## src/rtl/bcd_conv16_if.sv

```systemverilog
// Handshake and result bus between the divider-side requester and bcd_conv16.
// BCD_SEG7_EN adds the five seven-segment outputs.
interface bcd_conv16_if;
   localparam int unsigned BIN_W = 16;
   localparam int unsigned DIG_W = 4;
   localparam int unsigned SEG_W = 7;

   logic             start;
   logic [BIN_W-1:0] bin;
   logic             busy;
   logic             done;
   logic [DIG_W-1:0] d4, d3, d2, d1, d0;
`ifdef BCD_SEG7_EN
   logic [SEG_W-1:0] seg4, seg3, seg2, seg1, seg0;

   modport master (output start, bin,
                   input  busy, done, d4, d3, d2, d1, d0,
                          seg4, seg3, seg2, seg1, seg0);
   modport slave  (input  start, bin,
                   output busy, done, d4, d3, d2, d1, d0,
                          seg4, seg3, seg2, seg1, seg0);
`else
   modport master (output start, bin,
                   input  busy, done, d4, d3, d2, d1, d0);
   modport slave  (input  start, bin,
                   output busy, done, d4, d3, d2, d1, d0);
`endif
endinterface

```

## src/rtl/bcd_conv16.sv

```systemverilog
// 16-bit binary to 5-digit BCD converter (double dabble, one shift per cycle).
// Optional active-low seven-segment outputs with leading-zero blanking under BCD_SEG7_EN.
module bcd_conv16 (
   input logic         clk,
   input logic         reset,
   bcd_conv16_if.slave bus
);
   localparam int unsigned BIN_W  = 16;
   localparam int unsigned BCD_W  = 20;
   localparam int unsigned CNT_W  = 5;
   localparam int unsigned N_DIG  = 5;
   localparam int unsigned SEG_W  = 7;
   localparam logic [CNT_W-1:0] LAST_SHIFT = CNT_W'(BIN_W - 1);

   typedef enum logic [1:0] {S_IDLE, S_SHIFT, S_DONE} state_t;

   state_t           state;
   logic [BIN_W-1:0] sr;
   logic [BCD_W-1:0] acc;
   logic [CNT_W-1:0] cnt;
   logic [BCD_W-1:0] acc_adj;
   logic [BCD_W-1:0] acc_shifted;

   // Add-3 correction on every nibble >= 5, then shift in the next binary bit
   always_comb begin
      acc_adj = acc;
      for (int i = 0; i < int'(N_DIG); i++) begin
         if (acc[4*i +: 4] >= 4'd5)
            acc_adj[4*i +: 4] = acc[4*i +: 4] + 4'd3;
      end
      acc_shifted = {acc_adj[BCD_W-2:0], sr[BIN_W-1]};
   end

`ifdef BCD_SEG7_EN
   function automatic logic [SEG_W-1:0] seg7(input logic [3:0] d);
      case (d)
         4'd0:    seg7 = 7'h40;
         4'd1:    seg7 = 7'h79;
         4'd2:    seg7 = 7'h24;
         4'd3:    seg7 = 7'h30;
         4'd4:    seg7 = 7'h19;
         4'd5:    seg7 = 7'h12;
         4'd6:    seg7 = 7'h02;
         4'd7:    seg7 = 7'h78;
         4'd8:    seg7 = 7'h00;
         4'd9:    seg7 = 7'h10;
         default: seg7 = 7'h7F;
      endcase
   endfunction

   logic blank4, blank3, blank2, blank1;

   // A digit blanks only when it and every more-significant digit are zero
   always_comb begin
      blank4 = (acc_shifted[19:16] == 4'd0);
      blank3 = blank4 && (acc_shifted[15:12] == 4'd0);
      blank2 = blank3 && (acc_shifted[11:8] == 4'd0);
      blank1 = blank2 && (acc_shifted[7:4] == 4'd0);
   end
`endif

   always_ff @(posedge clk or negedge reset) begin
      if (!reset) begin
         state    <= S_IDLE;
         sr       <= '0;
         acc      <= '0;
         cnt      <= '0;
         bus.busy <= 1'b0;
         bus.done <= 1'b0;
         bus.d4   <= '0;
         bus.d3   <= '0;
         bus.d2   <= '0;
         bus.d1   <= '0;
         bus.d0   <= '0;
`ifdef BCD_SEG7_EN
         bus.seg4 <= 7'h7F;
         bus.seg3 <= 7'h7F;
         bus.seg2 <= 7'h7F;
         bus.seg1 <= 7'h7F;
         bus.seg0 <= 7'h7F;
`endif
      end else begin
         bus.done <= 1'b0;
         case (state)
            S_IDLE: begin
               if (bus.start) begin
                  sr       <= bus.bin;
                  acc      <= '0;
                  cnt      <= '0;
                  state    <= S_SHIFT;
                  bus.busy <= 1'b1;
               end
            end
            S_SHIFT: begin
               acc <= acc_shifted;
               sr  <= {sr[BIN_W-2:0], 1'b0};
               cnt <= cnt + CNT_W'(1);
               if (cnt == LAST_SHIFT) begin
                  state    <= S_DONE;
                  bus.busy <= 1'b0;
                  bus.done <= 1'b1;
                  bus.d4   <= acc_shifted[19:16];
                  bus.d3   <= acc_shifted[15:12];
                  bus.d2   <= acc_shifted[11:8];
                  bus.d1   <= acc_shifted[7:4];
                  bus.d0   <= acc_shifted[3:0];
`ifdef BCD_SEG7_EN
                  bus.seg4 <= blank4 ? 7'h7F : seg7(acc_shifted[19:16]);
                  bus.seg3 <= blank3 ? 7'h7F : seg7(acc_shifted[15:12]);
                  bus.seg2 <= blank2 ? 7'h7F : seg7(acc_shifted[11:8]);
                  bus.seg1 <= blank1 ? 7'h7F : seg7(acc_shifted[7:4]);
                  bus.seg0 <= seg7(acc_shifted[3:0]);
`endif
               end
            end
            S_DONE: begin
               state <= S_IDLE;
            end
            default: begin
               state    <= S_IDLE;
               bus.busy <= 1'b0;
            end
         endcase
      end
   end
endmodule

```

## src/flat_wrapper.sv

```systemverilog
// flat-port wrapper written by rule: the top's interface ports become plain ports
module bcd_conv16_flat 
  (clk, reset, bus_start, bus_bin, bus_busy, bus_done, bus_d4, bus_d3, bus_d2, bus_d1, bus_d0);
  bcd_conv16_if bus_i ();
  input logic clk;
  input logic reset;
  input wire logic [$bits(bus_i.start)-1:0] bus_start;
  input wire logic [$bits(bus_i.bin)-1:0] bus_bin;
  output wire logic [$bits(bus_i.busy)-1:0] bus_busy;
  output wire logic [$bits(bus_i.done)-1:0] bus_done;
  output wire logic [$bits(bus_i.d4)-1:0] bus_d4;
  output wire logic [$bits(bus_i.d3)-1:0] bus_d3;
  output wire logic [$bits(bus_i.d2)-1:0] bus_d2;
  output wire logic [$bits(bus_i.d1)-1:0] bus_d1;
  output wire logic [$bits(bus_i.d0)-1:0] bus_d0;
  assign bus_i.start = bus_start;
  assign bus_i.bin = bus_bin;
  assign bus_busy = bus_i.busy;
  assign bus_done = bus_i.done;
  assign bus_d4 = bus_i.d4;
  assign bus_d3 = bus_i.d3;
  assign bus_d2 = bus_i.d2;
  assign bus_d1 = bus_i.d1;
  assign bus_d0 = bus_i.d0;
  bcd_conv16 u_core (.clk(clk), .reset(reset), .bus(bus_i));
endmodule
```

## config.mk

```make
export PLATFORM = sky130hd
export DESIGN_NAME = bcd_conv16_flat
export DESIGN_NICKNAME = d
export VERILOG_FILES = /design/src/rtl/bcd_conv16_if.sv /design/src/rtl/bcd_conv16.sv /design/src/flat_wrapper.sv
export SDC_FILE = /design/constraint.sdc
export NUM_CORES = 1
export LEC_CHECK = 0
export ABC_AREA = 1
export BUFFER_PORTS_ARGS = -buffer_cell sky130_fd_sc_hd__buf_2
export CAP_MARGIN = 15
export CORE_MARGIN = 2
export CORE_UTILIZATION = 35
export CTS_BUF_LIST = sky130_fd_sc_hd__clkbuf_2 sky130_fd_sc_hd__clkbuf_4 sky130_fd_sc_hd__clkbuf_8
export CTS_CLUSTER_DIAMETER = 150
export CTS_CLUSTER_SIZE = 12
export DETAILED_ROUTE_END_ITERATION = 8
export GPL_ROUTABILITY_DRIVEN = 0
export PLACE_DENSITY = 0.6
export SYNTH_ARGS = -nofsm -noshare
export SYNTH_HDL_FRONTEND = slang
export SYNTH_SLANG_ARGS = --single-unit
```

## constraint.sdc

```tcl
create_clock -name clk -period 2.57 [get_ports clk]
set_clock_uncertainty 0.15 [all_clocks]
set_input_delay 0.1285 -clock clk [delete_from_list [all_inputs] [get_ports clk]]
set_output_delay 0.1285 -clock clk [all_outputs]
set_load 0.03 [all_outputs]
```

# Word level (Yosys, flattened, before mapping)
# Index checks and enable logic that the tools add are counted.
[totals]
reg_bits = 65
out_inout_bits = 22
word_cells = 53
[classes]
addsub = 6
magnitude_cmp = 5
n_eq_ne = 5
n_mux = 19
bitwise_logic = 1
n_reduce_logical = 6
[ops]
columns = ["operator", "n"]
rows = [
  ["one-hot mux 20 bit (2 select lines)", 1],
  ["one-hot mux 16 bit (2 select lines)", 1],
  [">= comparator 4 x 3 -> 1 bit, second input constant", 5],
  ["2-to-1 mux 20 bit", 1],
  ["adder 4 x 2 -> 4 bit, second input constant", 4],
  ["2-to-1 mux 16 bit", 1],
  ["2-to-1 mux 4 bit", 4],
  ["one-hot mux 5 bit (2 select lines)", 1],
  ["AND reduction 2 bit", 3],
  ["adder 5 x 1 -> 5 bit, second input constant", 1],
  ["== test 5 x 4 -> 1 bit, second input constant", 1],
  ["2-to-1 mux 5 bit", 1],
  ["2-to-1 mux 1 bit", 4],
  ["2-to-1 mux 2 bit", 2],
  ["one-hot mux 2 bit (2 select lines)", 1],
  ["adder 3 x 2 -> 3 bit, second input constant", 1],
  ["2-to-1 mux 3 bit", 1],
  ["one-hot mux 1 bit (3 select lines)", 1],
  ["AND reduction 3 bit", 1],
  ["== test 2 x 1 -> 1 bit, second input constant", 1],
  ["== test 2 bit, second input constant", 1],
  ["logical NOT 2 bit", 1],
  ["inequality test 2 x 1 -> 1 bit, second input constant", 1],
  ["inequality test 2 bit, second input constant", 1],
  ["other kinds (2)", 2],
]

# Longest topological paths before layout
# Gate-level depths: netlist of the first run.
[depth]
ltp_word = 3
ltp_mapped = 10
depth_no_buf = 9

# Worst setup path after synthesis of the first run
# Ideal clock, no wire load.
[synth_timing]
kind = "reg2reg"
from = "register u_core.cnt[0]"
to = "register u_core.bus.d0[3]"
slack_ps = 866
n_path_buf = 1
arrival_ps = 1426
required_time_ps = 2293
path_stages_with_launch = 11
setup_time_ps = 127
cell_sequence = "dfrtp_1 > ha_1 > nand2_1 > nor2_1 > ha_1 > inv_1 > nor2_4 > inv_2 > buf_2 > nand2_1 > o21ai_0"
[synth_between]
elab_chain_cells = 2
[synth_lines]
columns = ["element", "line", "source"]
rows = [
  ["start, declared", "bcd_conv16.sv:20", "logic [CNT_W-1:0] cnt;"],
  ["start signal, assigned", "bcd_conv16.sv:97", "cnt <= cnt + CNT_W'(1);"],
  ["== test 5 x 4 -> 1 bit", "bcd_conv16.sv:98", "if (cnt == LAST_SHIFT) begin"],
  ["AND reduction 2 bit (no source line)", "--", ""],
  ["end signal, assigned", "bcd_conv16.sv:106", "bus.d0 <= acc_shifted[3:0];"],
  ["end, declared", "bcd_conv16_if.sv:26", "output busy, done, d4, d3, d2, d1, d0);"],
]
# Every way passes these cells.
# A chain may end at the register's enable or synchronous reset.

# Final worst setup path of the first run
[layout_timing]
from = "register u_core.cnt[0]"
to = "register u_core.bus.d3[3]"
[layout_between]
elab_chain_cells = 2
[layout_lines]
columns = ["element", "line", "source"]
rows = [
  ["== test 5 x 4 -> 1 bit", "bcd_conv16.sv:98", ""],
  ["AND reduction 2 bit (no source line)", "--", ""],
  ["end signal, assigned", "bcd_conv16.sv:103", "bus.d3 <= acc_shifted[15:12];"],
  ["end, declared", "bcd_conv16_if.sv:26", ""],
]
# Every way passes these cells.

==> results of run 1 <==
==> per-layer routing <==
layer  global-route usage, %  vias up
li1                        -     1338
met1                    18.5     1207
met2                    23.4       57
met3                    4.10        7
met4                    5.13        0
met5                       0        -
==> flip-flops by register name (all words and copies together) (netlist names) <==
register         flops
u_core.state         2
u_core.bus.busy      1
u_core.bus.d3        4
u_core.bus.d2        4
u_core.sr           16
u_core.bus.d4        4
u_core.cnt           5
u_core.acc          20
u_core.bus.d0        4
u_core.bus.done      1
u_core.bus.d1        4
==> stage by stage <==
step                      area [sq um]  instances
after floorplan                   3070        375
after global placement            3380        517
after detailed placement          3380        517
after CTS                         3750        550
after global routing              3750        550
final                             3750        550
==> cell families (layout without fill, tap and decap cells) <==
family                   after synthesis  in the layout  synth area share (%)
adder cells (fa/ha/maj)               12             12                  4.89
buffers and inverters                 40            107                  5.42
AO/OA/AOI/OAI                         28             28                  4.98
flip-flops                            65             65                  53.0
AND/OR/NAND/NOR                      230            230                  31.7
==> Yosys cell counts, types with 2 or more instances <==
cell type / number / share of area (%)
a21oi_1: 2 / 0.33
buf_2: 10 / 1.6
dfrtp_1: 65 / 53
ha_1: 12 / 4.9
inv_1: 28 / 3.4
nand2_1: 154 / 19
nand2_2: 2 / 0.41
nand3_1: 52 / 8.5
nand4_1: 10 / 2.0
nor2_1: 8 / 0.98
o21ai_0: 17 / 2.8
o22ai_1: 6 / 1.2
==> worst max-delay path by stage <==
| stage | cells after the start | startpoint | slack [ns] | end |
|---|---|---|---|---|
| floorplan | 10 | u_core.cnt[0] | 0.87 | u_core.bus.d0[3] |
| global placement | 9 | u_core.cnt[0] | 0.46 | u_core.bus.d1[3] |
| detailed placement | 9 | u_core.cnt[0] | 0.40 | u_core.bus.d3[3] |
| CTS | 9 | u_core.cnt[0] | 0.41 | u_core.bus.d3[3] |
| global route | 9 | u_core.cnt[0] | 0.18 | u_core.bus.d3[3] |
| finish | 9 | u_core.cnt[0] | 0.40 | u_core.bus.d3[3] |
==> report_power, final <==
group,switching (uW),internal (uW)
combinational,1350,689
sequential,290,1470
clock,407,467
==> critical path: stages (launching register included) <==
cell and delay (ns):
dfrtp_1 0.39, ha_1 0.18, nand2_1 0.07, nor2_1 0.09, ha_1 0.19, inv_1 0.08, nor2_4 0.39, inv_2 0.29
nand2_1 0.11, o21ai_0 0.08
==> final cells by class <==
class,count,area (sq um),share of cell area [%]
timing repair buffer,62,408,10.9
sequential,65,1630,43.4
clock inverter,6,57.6,1.54
multi-input combinational,270,1270,34.0
inverter,29,109,2.90
tap,108,135,3.60
clock buffer,10,138,3.67
==> what timing repair did <==
action / CTS / global route
buffers inserted: 0 / 0
endpoints found under the hold margin: 81 / 0
setup endpoints to repair: 0 / 0
hold buffers: 17 / 0
==> run summary, run 1 <==
Post-synth ARST share -> 100%
max_slew headroom -> 44.9%
Die X-Extent -> 97.6 um
met1 wire length -> 3100 um
post-route setup slack -> 0.397 ns
Antenna Nets Post-Route -> 0
CTS max path bufs -> 2
Final Routed Wirelength -> 6530 um
Crit. End Element -> flip-flop
fmax -> 460 MHz
max-slew violations -> 0
Post-Syn Area -> 3070 sq um
Final Core Density -> 43.6%
clk sinks -> 65
Final Power -> 4670 uW
highest routed metal layer -> met4
Worst Max-Slew Pin Slew -> 0.826 ns
first-pass GRT wire length -> 11300 um
leakage power -> 0.00196 uW
met3 WL -> 313 um
outcome -> completed
dpl ws -> 0.404 ns
metal2 WL -> 3060 um
crit path DAT -> 2.24 ns
1st-pass router iterations -> 5
Area Overhead vs Synth -> 22.2%
Endpoint, Worst Hold -> u_core.cnt[0]
die height -> 97.6 um
Worst setup SP type -> flip-flop
hold-critical path depth -> 4
critical path peak fanout -> 25
Main synth FF type -> dfrtp_1
filler instances -> 870
vias -> 2609
Worst-Skew Late Latency -> 0.35 ns
core area -> 8590 sq um
RSZ-0062 raised after global routing -> no
post-detailed-route via-to-cell ratio -> 4.74
CTS tree -> built
WHS -> 0.129 ns
layout cells sized above 1 -> 14.9%
Initial Util -> 35.7%
commonest cells after routing, fill and taps aside -> nand2_1, dfrtp_1, nand3_1
crit share post-route -> 84.6%
post_cts resized -> 0
max-cap violations -> 0
post-synth cell types -> 21
final setup vio count -> 0
R2R depth -> 9
Critical Setup Path Class -> flip-flop to flip-flop
RR Startpoint -> u_core.cnt[0]
clock buffer count from CTS -> 9
worst min path class -> input port to flip-flop
Nets -> 468
gr usage total -> 14.5%
Wirelength per Cell -> 11.9 um
reg-to-reg setup timing slack -> 0.40 ns
register bit count reported by yosys -> 65
1st-iter DRT viols -> 129
vias in the first global route -> 2533
Syn. warnings -> 0
root buf cell -> clkbuf_8
final hold violation count -> 0
Req. time, crit path -> 2.64 ns
peak supply drop -> 418 uV
Setup TNS -> 0 ns
number of antenna diodes -> 0
worst r2r dst -> u_core.bus.d3[3]
largest net degree at the start of global routing -> 66
# DRC -> 0
initial antenna violation count -> 0
count of flip-flops with a built-in enable after synthesis -> 0
I/O Buffers -> 40
Syn Area/Cell -> 8.18 sq um
# IOs -> 41
Final min period -> 2.17 ns
total gr overflow -> 0
Syn Nets -> 406
power density cells -> 1250 nW/um^2
register area share after synthesis -> 53.0%
CTS clk-pin slew, worst paths -> 0.07 ns
CTS HTree Levels -> 3
commonest non-fill, non-tap cell in the layout -> nand2_1
Row Count -> 34
HPWL after DPL -> 4230 um
DIE AREA -> 9530 sq um
cells after synthesis -> 375
hold path start -> bus_start
Power figures use the tool's default switching activity.
==> inputs of run 2 (changes only) <==
--- a/config.mk
+++ b/config.mk
@@ -15,7 +15,7 @@
 export CTS_CLUSTER_SIZE = 12
 export DETAILED_ROUTE_END_ITERATION = 8
 export GPL_ROUTABILITY_DRIVEN = 0
-export PLACE_DENSITY = 0.6
+export PLACE_DENSITY = 0.62
 export SYNTH_ARGS = -nofsm -noshare
 export SYNTH_HDL_FRONTEND = slang
 export SYNTH_SLANG_ARGS = --single-unit
==> constraint.sdc (replaced) <==
create_clock -name clk -period 1.96 [get_ports clk]
set_clock_uncertainty 0.15 [all_clocks]
set_input_delay 0.098 -clock clk [delete_from_list [all_inputs] [get_ports clk]]
set_output_delay 0.098 -clock clk [all_outputs]
set_load 0.03 [all_outputs]
==> run 2 against run 1 <==
Compared with the run above: first-iteration DRC count rose by 1.6%; largest power group unchanged; utilization rose by 1.3 points; maximum frequency rose by 23%; register-to-register slack got worse by 0.21 ns; sequential cell count did not move; hold slack got worse by 0.010 ns; largest cell class unchanged; count of clock-buffer cells in the layout rose by 1.
==> run summary, run 2 (synthesized netlist as in run 1, its figures left out) <==
metal2 WL -> 3240 um (was 3060 um)
fmax -> 564 MHz (was 460 MHz)
Clock Power Share -> 22.0% (was 18.7%)
Internal -> 3750 uW (was 2620 uW)
CTS HTree Levels -> 3 (unchanged)
Top cell by count, worst path -> ha_1
max-slew violations -> 0 (unchanged)
final setup vio count -> 0 (unchanged)
Setup TNS -> 0 ns (unchanged)
Req. time, crit path -> 2.03 ns (was 2.64 ns)
Crit. End Element -> flip-flop (unchanged)
commonest non-fill, non-tap cell in the layout -> nand2_1 (unchanged)
met1 wire length -> 3170 um (was 3100 um)
layout cells sized above 1 -> 15.7% (was 14.9%)
Initial Util -> 35.7% (unchanged)
Worst Max-Slew Pin Slew -> 0.564 ns (was 0.826 ns)
final hold violation count -> 0 (unchanged)
CTS clk-pin slew, worst paths -> 0.08 ns (was 0.07 ns)
vias in the first global route -> 2686 (was 2533)
first-pass GRT wire length -> 11900 um (was 11300 um)
Worst setup SP type -> flip-flop (unchanged)
vias -> 2673 (was 2609)
Largest Register -> u_core.acc (unchanged)
crit-path max cell delay -> 0.41 ns (was 0.39 ns)
leakage power -> 0.00201 uW (was 0.00196 uW)
crit share post-route -> 90.4% (was 84.6%)
root buf cell -> clkbuf_8 (unchanged)
Final Routed Wirelength -> 6860 um (was 6530 um)
Comb power frac -> 42.5% (was 43.7%)
core area -> 8590 sq um (unchanged)
outcome -> completed (unchanged)
reg-to-reg setup timing slack -> 0.19 ns (was 0.40 ns)
CTS max path bufs -> 2 (unchanged)
Wirelength per Cell -> 12.4 um (was 11.9 um)
Seq pwr share -> 35.5% (was 37.6%)
Antenna Nets Post-Route -> 0 (unchanged)
Largest register FFs -> 20 (unchanged)
post_cts resized -> 0 (unchanged)
gr usage total -> 15.5% (was 14.5%)
RSZ-0062 raised after global routing -> no (unchanged)
Final Power -> 6490 uW (was 4670 uW)
number of antenna diodes -> 0 (unchanged)
clock buffer count from CTS -> 9 (unchanged)
HPWL after DPL -> 4560 um (was 4230 um)
peak supply drop -> 512 uV (was 418 uV)
1st-iter DRT viols -> 131 (was 129)
commonest cells after routing, fill and taps aside -> nand2_1, dfrtp_1, nand3_1 (unchanged)
crit path DAT -> 1.84 ns (was 2.24 ns)
post-detailed-route via-to-cell ratio -> 4.82 (was 4.74)
met3 WL -> 345 um (was 313 um)
Final min period -> 1.77 ns (was 2.17 ns)
NetSw -> 2740 uW (was 2050 uW)
largest net degree at the start of global routing -> 44 (was 66)
Nets -> 472 (was 468)
# DRC -> 0 (unchanged)
I/O Buffers -> 40 (unchanged)
Worst-Skew Late Latency -> 0.35 ns (about the same)
power density cells -> 1680 nW/um^2 (was 1250 nW/um^2)
initial antenna violation count -> 0 (unchanged)
worst min path class -> input port to asynchronous set/reset pin (was input port to flip-flop)
die height -> 97.6 um (unchanged)
Critical Setup Path Class -> flip-flop to flip-flop (unchanged)
max-cap violations -> 0 (unchanged)
critical-path cell list -> ha_1 -> nand2_1 -> nor2_1 -> ha_1 -> inv_1 -> nor2_4 -> inv_2 -> buf_12 -> o21ai_0 (was ha_1 -> nand2_1 -> nor2_1 -> ha_1 -> inv_1 -> nor2_4 -> inv_2 -> nand2_1 -> o21ai_0)
critical path peak fanout -> 19 (was 25)
Sw Share -> 42.2% (was 43.8%)
Area Overhead vs Synth -> 25.7% (was 22.2%)
Die X-Extent -> 97.6 um (unchanged)
clk sinks -> 65 (unchanged)
max_slew headroom -> 62.4% (was 44.9%)
CTS tree -> built (unchanged)
1st-pass router iterations -> 4 (was 5)
DIE AREA -> 9530 sq um (unchanged)
Row Count -> 34 (unchanged)
top flop regs -> u_core.acc x20, u_core.sr x16, u_core.cnt x5 (unchanged)
# IOs -> 41 (unchanged)
Crit-path slowest cell -> dfrtp_1 (unchanged)
total gr overflow -> 0 (unchanged)
highest routed metal layer -> met4 (unchanged)
-- run 2: cell count changes in the layout (fill, tap and decap cells not counted) --
cell       before  now
bufinv_16       1    3
buf_4           5    7
clkinv_2        4    1
clkbuf_4        0    1
buf_12          0    2
-- run 2: worst max-delay path: cells and delay by family, from the launching register on --
family                   cells  cell delay (ns)
flip-flops                   1             0.41
AND/OR/NAND/NOR              3             0.17
adder cells (fa/ha/maj)      2             0.41
AO/OA/AOI/OAI                1             0.09
buffers and inverters        3             0.40
-- run 2: cell type report --
type                    instances  area [sq um]
clock buffers                  11           145
clock inverters                 5           103
fillers                       881          4740
inverters                      29           109
multi-input cells             270          1270
flip-flops and latches         65          1630
well taps                     108           135
repair buffers                 66           463
-- run 2: repair_timing --
item | 4_1_cts | 5_1_grt
buffers inserted | 0 | 0
hold endpoints to repair | 38 | 0
hold buffers | 17 | 0
-- run 2: power by group through the flow --
stage               Clock (uW)  Sequential (uW)  Combinational, uW
global route              1510             2380               3150
floorplan                    0             2620               1680
detailed placement           0             2320               2750
global placement             0             2310               2660
finish                    1430             2300               2760
CTS                       1450             2310               2780
-- run 2: metal layers --
metal	vias to the layer above	global-route usage, %
li1	1355	-
met1	1244	19.1
met2	62	25.6
met3	12	5.04
met4	0	5.56
met5	-	0
-- run 2: metrics by stage --
step           area (sq um)  util (%)  instances  hold WS (ns)  setup slack (ns)
2_1_floorplan          3070         -        375        -0.348             0.256
5_1_grt                3860      44.9        554         0.163            0.0331
4_1_cts                3860      44.9        554         0.128             0.185
3_5_place_dp           3440      40.0        521       -0.0290             0.184
3_3_place_gp           3440      40.0        521       -0.0351             0.232
6_report               3860      44.9        554         0.119             0.188
-- run 2: final timing paths --
check                            startpoint               end  cells after the start
hold / removal                        reset      u_core.sr[6]                      2
setup / recovery              u_core.cnt[0]  u_core.bus.d1[3]                      9
hold reg to reg            u_core.bus.d0[2]  u_core.bus.d0[2]                      2
max in group asynchronous             reset  u_core.bus.d1[0]                      3
setup reg to reg              u_core.cnt[0]  u_core.bus.d1[3]                      9
min in group clk                  bus_start     u_core.acc[0]                      5
==> inputs of run 3 (changes only) <==
--- a/config.mk
+++ b/config.mk
@@ -10,7 +10,7 @@
 export CAP_MARGIN = 15
 export CORE_MARGIN = 2
 export CORE_UTILIZATION = 35
-export CTS_BUF_LIST = sky130_fd_sc_hd__clkbuf_2 sky130_fd_sc_hd__clkbuf_4 sky130_fd_sc_hd__clkbuf_8
+export CTS_BUF_LIST = sky130_fd_sc_hd__clkbuf_2
 export CTS_CLUSTER_DIAMETER = 150
 export CTS_CLUSTER_SIZE = 12
 export DETAILED_ROUTE_END_ITERATION = 8
==> run 3 against run 2 <==
Compared with the run above: via count increased by 0.22%; maximum frequency decreased by 0.67%; non-clock buffer count increased by 4; wire length decreased by 0.87%; worst setup slack got worse by 0.012 ns; global-route usage decreased by 0.14 points; sequential power about the same; critical path depth unchanged; hold slack improved by 0.067 ns; power decreased by 6.1%; sequential cell count unchanged; final area decreased by 1.3%.
==> run summary, run 3 (synthesized netlist as in run 1, its figures left out) <==
Row Count -> 34 (unchanged)
Largest register FFs -> 20 (unchanged)
fmax -> 561 MHz (was 564 MHz)
Critical Path End -> u_core.bus.d1[3] (unchanged)
max_slew headroom -> 32.7% (was 62.4%)
largest net degree at the start of global routing -> 44 (unchanged)
post-CTS setup buffer count -> 0 (unchanged)
Req. time, crit path -> 2.19 ns (was 2.03 ns)
Area Overhead vs Synth -> 24.0% (was 25.7%)
Internal -> 3410 uW (was 3750 uW)
commonest non-fill, non-tap cell in the layout -> nand2_1 (unchanged)
DIE AREA -> 9530 sq um (unchanged)
Setup TNS -> 0 ns (unchanged)
CTS HTree Levels -> 3 (unchanged)
Critical Setup Path Class -> flip-flop to flip-flop (unchanged)
area of the multi-input gates -> 1270 sq um (unchanged)
post-route cell area -> 3800 sq um (was 3860 sq um)
crit path launch -> u_core.cnt[0] (unchanged)
Antenna Nets Post-Route -> 0 (unchanged)
worst r2r dst -> u_core.bus.d1[3] (unchanged)
Seq pwr share -> 37.6% (was 35.5%)
peak supply drop -> 614 uV (was 512 uV)
Worst-Skew Late Latency -> 0.49 ns (was 0.35 ns)
reg-to-reg setup timing slack -> 0.18 ns (was 0.19 ns)
Sequential Area -> 1630 sq um (unchanged)
post_cts resized -> 0 (unchanged)
outcome -> completed (unchanged)
R2R depth -> 9 (unchanged)
commonest cells after routing, fill and taps aside -> nand2_1, dfrtp_1, nand3_1 (unchanged)
Worst setup SP type -> flip-flop (unchanged)
clock buffer count from CTS -> 9 (unchanged)
fin cells -> 558 (was 554)
Wirelength per Cell -> 12.2 um (was 12.4 um)
critical path peak fanout -> 19 (unchanged)
Nets -> 476 (was 472)
Final min period -> 1.78 ns (was 1.77 ns)
die height -> 97.6 um (unchanged)
post-route setup slack -> 0.176 ns (was 0.188 ns)
1st-iter DRT viols -> 125 (was 131)
Final Routed Wirelength -> 6800 um (was 6860 um)
max-cap violations -> 0 (unchanged)
Die X-Extent -> 97.6 um (unchanged)
Largest Register -> u_core.acc (unchanged)
vias -> 2679 (was 2673)
1st-pass router iterations -> 4 (unchanged)
crit path DAT -> 2.01 ns (was 1.84 ns)
RSZ-0062 raised after global routing -> no (unchanged)
dpl ws -> 0.184 ns (unchanged)
Worst Max-Slew Pin Slew -> 1.01 ns (was 0.564 ns)
cts hold-fix bufs -> 21 (was 17)
NetSw -> 2690 uW (was 2740 uW)
power density cells -> 1600 nW/um^2 (was 1680 nW/um^2)
clk sinks -> 65 (unchanged)
post-detailed-route via-to-cell ratio -> 4.80 (was 4.82)
root buf cell -> clkbuf_2 (was clkbuf_8)
# IOs -> 41 (unchanged)
core area -> 8590 sq um (unchanged)
filler instances -> 895 (was 881)
Crit. End Element -> flip-flop (unchanged)
initial antenna violation count -> 0 (unchanged)
CTS tree -> built (unchanged)
total gr overflow -> 0 (unchanged)
top flop regs -> u_core.acc x20, u_core.sr x16, u_core.cnt x5 (unchanged)
leakage power -> 0.00199 uW (was 0.00201 uW)
crit share post-route -> 91.0% (was 90.4%)
area of placed instances -> 3440 sq um (unchanged)
final setup vio count -> 0 (unchanged)
I/O Buffers -> 40 (unchanged)
worst min path class -> input port to flip-flop (was input port to asynchronous set/reset pin)
first-pass GRT wire length -> 11800 um (was 11900 um)
CTS max path bufs -> 2 (unchanged)
Clock Power Share -> 16.9% (was 22.0%)
HPWL after DPL -> 4560 um (unchanged)
Initial Util -> 35.7% (unchanged)
CTS clk-pin slew, worst paths -> 0.18 ns (was 0.08 ns)
post-placement cell count -> 521 (unchanged)
number of antenna diodes -> 0 (unchanged)
final hold violation count -> 0 (unchanged)
Sw Share -> 44.1% (was 42.2%)
Comb power frac -> 45.4% (was 42.5%)
# DRC -> 0 (unchanged)
max-slew violations -> 0 (unchanged)
vias in the first global route -> 2673 (was 2686)
gr usage total -> 15.4% (was 15.5%)
layout cells sized above 1 -> 15.3% (was 15.7%)
RR Startpoint -> u_core.cnt[0] (unchanged)
## run 3: changes by cell type in the layout (fill, tap and decap cells not counted), sizes merged
cell,delta
dlygate4sd3,+4
clkinv,+1
clkbuf,-1
## run 3: worst min-delay path by stage
stage          cells after the start  slack (ns)        start             to
2_1_floorplan                      0       -0.35        reset  u_core.acc[0]
3_3_place_gp                       1       -0.04        reset   u_core.sr[6]
3_5_place_dp                       1       -0.03        reset   u_core.sr[6]
4_1_cts                            4        0.14  bus_bin[10]  u_core.sr[10]
5_1_grt                            4        0.11   bus_bin[7]   u_core.sr[7]
6_report                           4        0.19  bus_bin[10]  u_core.sr[10]
## run 3: power groups by stage
stage               combinational [uW]  clock, uW  sequential (uW)
global placement                  2660          0             2310
CTS                               2790       1070             2300
detailed placement                2750          0             2320
floorplan                         1680          0             2620
finish                            2770       1030             2300
global route                      3160       1140             2370
## run 3: area by class of cell
type,count,share of cell area [%]
inverters,29,2.86
multi-input cells,270,33.5
clock inverters,6,2.80
clock buffers,10,1.32
well taps,108,3.55
repair buffers,70,13.2
flip-flops and latches,65,42.7
## run 3: per-layer routing
metal  vias up  global-route usage [%]  part of all wire [%]
li1       1365                       -                     -
met1      1259                    19.0                    46
met2        51                    25.5                    48
met3         4                    5.68                   4.7
met4         0                    3.95                  0.75
met5         -                       0                     0
## run 3: worst max-delay path: stages (launching register included)
cell	delay [ns]
dfrtp_1	0.44
ha_1	0.22
nand2_1	0.08
nor2_1	0.04
ha_1	0.19
inv_1	0.11
nor2_4	0.05
inv_2	0.13
buf_12	0.16
o21ai_0	0.09
## run 3: stage by stage
step	total power [uW]	utilization, %	hold slack [ns]
4_1_cts	6150	44.3	0.141
6_report	6100	44.3	0.186
5_1_grt	6670	44.3	0.109
2_1_floorplan	4300	-	-0.348
3_5_place_dp	5070	40.0	-0.0290
3_3_place_gp	4970	40.0	-0.0351
